`src/rtl/calc_hist.sv`:
```
// calc_hist: accumulator calculator with synchronised, edge-detected buttons,
// an 8-operation signed datapath, overflow/zero flags and a circular undo history.
module calc_hist #(
  parameter int unsigned WIDTH = 16,
  parameter int unsigned DEPTH = 4
) (
  input  logic                         clk,
  input  logic                         rst_n,
  input  logic                         btnc,
  input  logic                         btnl,
  input  logic                         btnr,
  input  logic                         btnu,
  input  logic                         btnd,
  input  logic                         undo,
  input  logic [WIDTH-1:0]             sw,
  output logic [WIDTH-1:0]             led,
  output logic                         ovf,
  output logic                         zero,
  output logic [$clog2(DEPTH+1)-1:0]   hist_cnt
);

  localparam int unsigned SHW = $clog2(WIDTH);
  localparam int unsigned PW  = $clog2(DEPTH);
  localparam int unsigned CW  = $clog2(DEPTH+1);

  // Button lanes: 0 = clear (btnu), 1 = commit (btnd), 2 = undo
  logic [2:0]         r_sync1;
  logic [2:0]         r_sync2;
  logic [2:0]         r_prev;
  logic [2:0]         w_pulse;

  logic [WIDTH-1:0]   r_acc;
  logic               r_ovf;
  logic [CW-1:0]      r_cnt;
  logic [PW-1:0]      r_wptr;
  logic [WIDTH-1:0]   r_hist [DEPTH];

  logic [2:0]         w_op;
  logic [SHW-1:0]     w_shamt;
  logic [WIDTH-1:0]   w_sum;
  logic [WIDTH-1:0]   w_diff;
  logic [2*WIDTH-1:0] w_a_ext;
  logic [2*WIDTH-1:0] w_b_ext;
  logic [2*WIDTH-1:0] w_prod;
  logic [WIDTH-1:0]   w_result;
  logic               w_res_ovf;

  logic [WIDTH-1:0]   w_acc_nxt;
  logic               w_ovf_nxt;
  logic [CW-1:0]      w_cnt_nxt;
  logic [PW-1:0]      w_wptr_nxt;
  logic [PW-1:0]      w_wptr_dec;
  logic               w_hist_we;

  // Two-flop synchroniser followed by a previous-value flop for edge detection
  always_ff @(posedge clk or negedge rst_n) begin
    if (!rst_n) begin
      r_sync1 <= '0;
      r_sync2 <= '0;
      r_prev  <= '0;
    end else begin
      r_sync1 <= {undo, btnd, btnu};
      r_sync2 <= r_sync1;
      r_prev  <= r_sync2;
    end
  end

  assign w_pulse = r_sync2 & ~r_prev;

  // Signed ALU: result and overflow flag for the selected operation
  always_comb begin
    w_op      = {btnl, btnc, btnr};
    w_shamt   = sw[SHW-1:0];
    w_sum     = r_acc + sw;
    w_diff    = r_acc - sw;
    w_a_ext   = {{WIDTH{r_acc[WIDTH-1]}}, r_acc};
    w_b_ext   = {{WIDTH{sw[WIDTH-1]}}, sw};
    w_prod    = w_a_ext * w_b_ext;
    w_result  = '0;
    w_res_ovf = 1'b0;
    case (w_op)
      3'b000: begin
        w_result  = w_sum;
        w_res_ovf = (r_acc[WIDTH-1] == sw[WIDTH-1]) && (w_sum[WIDTH-1] != r_acc[WIDTH-1]);
      end
      3'b001: begin
        w_result  = w_diff;
        w_res_ovf = (r_acc[WIDTH-1] != sw[WIDTH-1]) && (w_diff[WIDTH-1] != r_acc[WIDTH-1]);
      end
      3'b010: w_result = r_acc & sw;
      3'b011: w_result = r_acc | sw;
      3'b100: w_result = r_acc ^ sw;
      3'b101: w_result = r_acc << w_shamt;
      3'b110: w_result = WIDTH'($signed(r_acc) >>> w_shamt);
      3'b111: begin
        w_result  = w_prod[WIDTH-1:0];
        w_res_ovf = (w_prod[2*WIDTH-1:WIDTH] != {WIDTH{w_prod[WIDTH-1]}});
      end
      default: begin
        w_result  = '0;
        w_res_ovf = 1'b0;
      end
    endcase
  end

  // Next-state selection with priority clear > undo > commit
  always_comb begin
    w_acc_nxt  = r_acc;
    w_ovf_nxt  = r_ovf;
    w_cnt_nxt  = r_cnt;
    w_wptr_nxt = r_wptr;
    w_hist_we  = 1'b0;
    w_wptr_dec = r_wptr - PW'(1);
    if (w_pulse[0]) begin
      w_acc_nxt  = '0;
      w_ovf_nxt  = 1'b0;
      w_cnt_nxt  = '0;
      w_wptr_nxt = '0;
    end else if (w_pulse[2]) begin
      if (r_cnt != '0) begin
        w_wptr_nxt = w_wptr_dec;
        w_acc_nxt  = r_hist[w_wptr_dec];
        w_cnt_nxt  = r_cnt - CW'(1);
        w_ovf_nxt  = 1'b0;
      end
    end else if (w_pulse[1]) begin
      w_hist_we  = 1'b1;
      w_wptr_nxt = r_wptr + PW'(1);
      w_cnt_nxt  = (r_cnt == CW'(DEPTH)) ? r_cnt : r_cnt + CW'(1);
      w_acc_nxt  = w_result;
      w_ovf_nxt  = w_res_ovf;
    end
  end

  // Architectural state registers
  always_ff @(posedge clk or negedge rst_n) begin
    if (!rst_n) begin
      r_acc  <= '0;
      r_ovf  <= 1'b0;
      r_cnt  <= '0;
      r_wptr <= '0;
    end else begin
      r_acc  <= w_acc_nxt;
      r_ovf  <= w_ovf_nxt;
      r_cnt  <= w_cnt_nxt;
      r_wptr <= w_wptr_nxt;
    end
  end

  // History storage; contents need no reset since r_cnt gates reachability
  always_ff @(posedge clk) begin
    if (w_hist_we) r_hist[r_wptr] <= r_acc;
  end

  assign led      = r_acc;
  assign ovf      = r_ovf;
  assign zero     = (r_acc == '0);
  assign hist_cnt = r_cnt;

endmodule

```
`config.mk`:
```
export PLATFORM = sky130hd
export DESIGN_NAME = calc_hist
export DESIGN_NICKNAME = d
export VERILOG_FILES = /design/src/rtl/calc_hist.sv
export SDC_FILE = /design/constraint.sdc
export NUM_CORES = 1
export LEC_CHECK = 0
export BUFFER_PORTS_ARGS = -buffer_cell sky130_fd_sc_hd__buf_2
export CAP_MARGIN = 25
export CORE_ASPECT_RATIO = 0.9
export CORE_UTILIZATION = 55
export DETAILED_ROUTE_END_ITERATION = 16
export GPL_TIMING_DRIVEN = 1
export PLACE_DENSITY = 0.72
export SLEW_MARGIN = 5
export SYNTH_ARGS = -nofsm -noshare
export SYNTH_HDL_FRONTEND = slang
export SYNTH_SLANG_ARGS = --single-unit
```
`constraint.sdc`:
```
create_clock -name clk -period 21.7 [get_ports clk]
set_input_delay 4.34 -clock clk [delete_from_list [all_inputs] [get_ports clk]]
set_output_delay 4.34 -clock clk [all_outputs]
set_load 0.02 [all_outputs]
```
---- Word-level counts from Yosys, hierarchy flattened ----
Memory sizes are Yosys's and may differ from the RTL's.
Cells that the tools add are included.
Widths: inputs -> output; s select.
word-level totals
  memories kept ........................... 1
  RAM bits ................................ 64
  input port bits ......................... 24
  flip-flop bits (word level) ............. 31
cells by class
  muxes and demuxes ....................... 24
  bitwise operators ....................... 5
  shifts and indexed selects .............. 2
  reductions and logical operators ........ 8
  add/sub/neg operators ................... 6
  equal/unequal tests ..................... 15
  multipliers ............................. 1
memories
  name    words  width  read ports  clocked after memory_dff  wr ports  RTL line  text
  r_hist  4      16     1           0                         1         36        logic [WIDTH-1:0] r_hist [DEPTH];
operators by type and width
  kind                 count
  $pmux 16 s8          1
  $mux 16              4
  $mul 16x16->32       1
  $add 16x16->16       1
  $and 16x16->16       1
  $logic_not 16->1     1
  $ne 16x16->1         1
  $or 16x16->16        1
  $shl 16x4->16        1
  $sshr 16x4->16       1
  $sub 16x16->16       1
  $xor 16x16->16       1
  $eq 3x3->1 const B   5
  $mux 3               5
  $mux 1               9
  $mux 2               4
  $eq 3x2->1 const B   2
  $reduce_bool 3->1    2
  $add 3x1->3 const B  1
  $and 3x3->3          1
  $eq 3x1->1 const B   1
  $logic_not 3->1      1
  $ne 1x1->1           3
  $ne 3x2->1 const B   1
  other kinds (10)     11

---- Longest topological paths before layout ----
  word-level depth ........................ 7
  gate-level depth with buffers ........... 28

---- Least setup slack after synthesis ----
No wires, ideal clock.
  path type ............................... input -> register
  from .................................... input sw[2]
  to ...................................... register r_ovf, in the netlist ovf
  stages .................................. 25
  required time ........................... 21564 ps
  slack ................................... 10366 ps
  arrival time ............................ 11198 ps
  cell sequence ........................... clkbuf_1 clkbuf_1 clkbuf_1 clkbuf_1 nand2_1 fa_1 inv_1 fa_1 inv_1 fa_1 fa_1 fa_1 fa_1 inv_1 ha_1 clkbuf_1 o211a_1 a221oi_1 o21ai_0 nand4bb_2 a41oi_2 xnor2_1 or4_1 mux2i_1 a31oi_1
on the way
  word-level cells in the longest chain between the ends .. 7
  elaborated cells between the ends (all ways) .. 12
  those cells by class .................... 2 x add/sub; 1 x mul; 3 x eq/ne; 4 x mux; 2 x reduce/logical
ends and longest elaborated chain
  element                                                                 RTL line  text
  start, declared                                                         15        input logic [WIDTH-1:0] sw,
  parallel branches: the longest is 3 deep, another holds $mul 16x16->32  -
  $pmux 1 s3 (*)                                                          81        case (w_op)
  $mux 1 (*)                                                              126       end else if (w_pulse[1]) begin
  $mux 1 (*)                                                              119       end else if (w_pulse[2]) begin
  $mux 1 (*)                                                              114       if (w_pulse[0]) begin
  end signal, assigned                                                    144       r_ovf <= w_ovf_nxt;
  end, declared                                                           33        logic r_ovf;
Mark *: on every way between the ends. The select of a mux whose other input is x is not followed.
A chain may end at the register's enable or synchronous reset.

---- Worst setup path in the final report ----
  from .................................... input sw[1]
  to ...................................... register r_ovf, in the netlist ovf
Same word-level chain as after synthesis.

==> reports/qor.yml <==
post_cts.repair.setup_buffers: 0
drt-total-wl_mm: 52.58
ys_warn_count: 0
fillers: 2669
die_w_um: 188.1
placed_cells: 2229
holdCritPathClass: "register to register"
skew_ps: 20.22
fin_ws_ps: 10500
wl_per_cell_um: 23.42
cts_root_buffer: "clkbuf_16"
hold_buffers: 0
design.core.area_mm2: 0.03025
drive_gt1_share_pct: 8.198
setup_viol: 0
die_y_um: 169.5
period_needed_ps: 11200
grt_pass1_wl_mm: 81.19
synth_xor_area_share_pct: 2.605
muxShareOfSynthArea_pct: 6.005
cts_buffers: 9
area_growth_pct: 4.604
antenna_found_initial: 0
worst_setup_path_end_kind: "register"
num_io_pins: 45
via_count: 14100
finalNetCount: 2261
cts-htree-levels: 3
avgSynthCellArea_um2: 9.224
slew_headroom_pct: 26.82
ys_seq_elements: 95
remaining_drc_errors: 0
dp_hpwl_mm: 40.19
hold_depth: 0
grt_pass1_vias: 14140
ys_types: 84
synth_compound_area_share_pct: 12.69
synth_edf_count: 64
clock_path_buffers: 2
n_antenna_cell: 0
instances_no_fill: 2245
port_buffers: 44
cts.reportedPaths.clkPinSlew_ps: 90
status: "finished, final reports clean"
antenna_left: 0
cp_max_fo: 57
synthAdderAreaFrac_pct: 40.79
syn_inst: 1859
worst_r2r_path_depth: 21
rsz0062_at_grt: "false"
track_usage_pct: 33.84
synth_nets: 2283
clock_sinks: 95
grt_max_degree: 58
synth_area_mm2: 0.01715
globalplace.congestion: 1.046
vias_per_cell: 6.280
cp.arrival_ps: 11410
fin_crit_sh_pct: 51.59
tns_ps: 0
timing.final.max_slew_violations: 0
dp_slack_ps: 10270
clk-insertion-delay-late_ps: 360
required_ps: 21920
grt_overflow: 0
path_class: "input pin to register"
cap_violations: 0
ctsResizeCount: 0
final-hold-violation-count: 0
start_kind: "input pin"
fmax_mhz: 89.32
drt_iter0_drc: 1540
synthFlopType: "edfxtp_1"
initial_core_util_pct: 56.68
worstMarginPinSlew_ps: 1088
drt_pass1_iterations: 6
synth-simple-area-share_pct: 12.79
ys_seq_area_share_pct: 15.73
die-area_mm2: 0.03189
cts_tree: "done"
asyncSetResetFlopFracSynth_pct: 32.63
synth_top_family_by_area: "adder cells"
num_rows: 60
[routing by layer]
metal	vias to the layer above	GRT usage, %	part of all wire [%]
li1	6077	-	-
met1	7072	47.02	40
met2	808	50.99	45
met3	141	8.974	12
met4	0	12.55	3.8
met5	-	0	0
[logic make-up (layout without fill, tap and decap cells)]
logic type / after synthesis / in the layout
DFF: 95 / 95
and+or+nand+nor: 504 / 504
muxes: 68 / 68
AOI/OAI and AO/OA: 329 / 329
buffers and inverters: 412 / 395
adders and majority gates: 400 / 400
xor gates and xnor gates: 51 / 51
[Yosys cell counts (all sizes together), types with 31 or more instances]
| cell type | n | area share (%) |
|---|---|---|
| edfxtp | 64 | 11 |
| nand2 | 206 | 4.5 |
| nor3 | 32 | 0.96 |
| dfrtp | 31 | 4.5 |
| nor2 | 176 | 3.9 |
| xnor2 | 37 | 1.9 |
| o21ai | 69 | 2.0 |
| clkbuf | 76 | 1.7 |
| inv | 302 | 6.6 |
| mux2i | 32 | 1.9 |
| a21oi | 86 | 2.5 |
| fa | 265 | 31 |
| ha | 135 | 9.9 |
[worst paths after layout]
path	startpoint	endpoint	slack (ps)
max	sw[1]	ovf	10500
min	r_sync1[0]	r_sync2[0]	350
max reg2reg	led[15]	ovf	14060
min reg2reg	r_sync1[0]	r_sync2[0]	350
max in group asynchronous	rst_n	led[5]	17090
min in group asynchronous	rst_n	led[1]	4070
[through the flow]
step | utilization (%) | instance area, µm² | hold slack, ps
floorplan | - | 17150 | 331.2
global placement | 58.24 | 17620 | 333.9
detailed placement | 58.26 | 17630 | 338.7
CTS | 59.29 | 17940 | 356.1
global route | 59.29 | 17940 | 369.4
finish | 59.29 | 17940 | 353.8
[flip-flops by register name, indices dropped and copies added (netlist names)]
signal and flops:
r_sync1 3, hist_cnt 3, r_wptr 2, r_prev 3, r_sync2 3, ovf 1
r_hist 64, led 16
[worst max-delay path, stage by stage]
cell and delay (ps):
buf_2 80, buf_4 590, nand2_1 270, fa_1 640, inv_1 150, fa_1 460, inv_1 320, fa_1 510
fa_1 560, fa_1 430, fa_1 490, inv_1 40, ha_1 370, o211a_1 160, a221oi_1 340, o21ai_0 180
nand4bb_2 320, a41oi_2 240, xnor2_1 110, or4_1 530, mux2i_1 150, a31oi_1 100
[area by class of cell]
class | instances | area, µm² | share of cell area, %
Clock buffer | 9 | 225.2 | 1.256
Multi-Input combinational cell | 1352 | 12850 | 71.62
Inverter | 308 | 1156 | 6.445
Clock inverter | 7 | 86.33 | 0.4813
Sequential cell | 95 | 2698 | 15.04
Timing Repair Buffer | 71 | 420.4 | 2.344
Tap cell | 403 | 504.2 | 2.811
[placed cells by master, fill, tap and decap left out, types with 18 or more instances in the layout]
cell type  instances
nor3_1            31
nand2_1          206
a211oi_1          24
mux2i_1           32
a21oi_1           85
buf_4             26
edfxtp_1          64
xnor2_1           37
mux4_2            27
ha_1             135
nor2_1           175
dfrtp_1           31
o21ai_0           68
buf_2             45
nand3_1           18
inv_1            296
fa_1             265
Power is left out: the tool's default activity adds up to more than one toggle a clock period on the data nets, which glitch-free logic cannot reach.
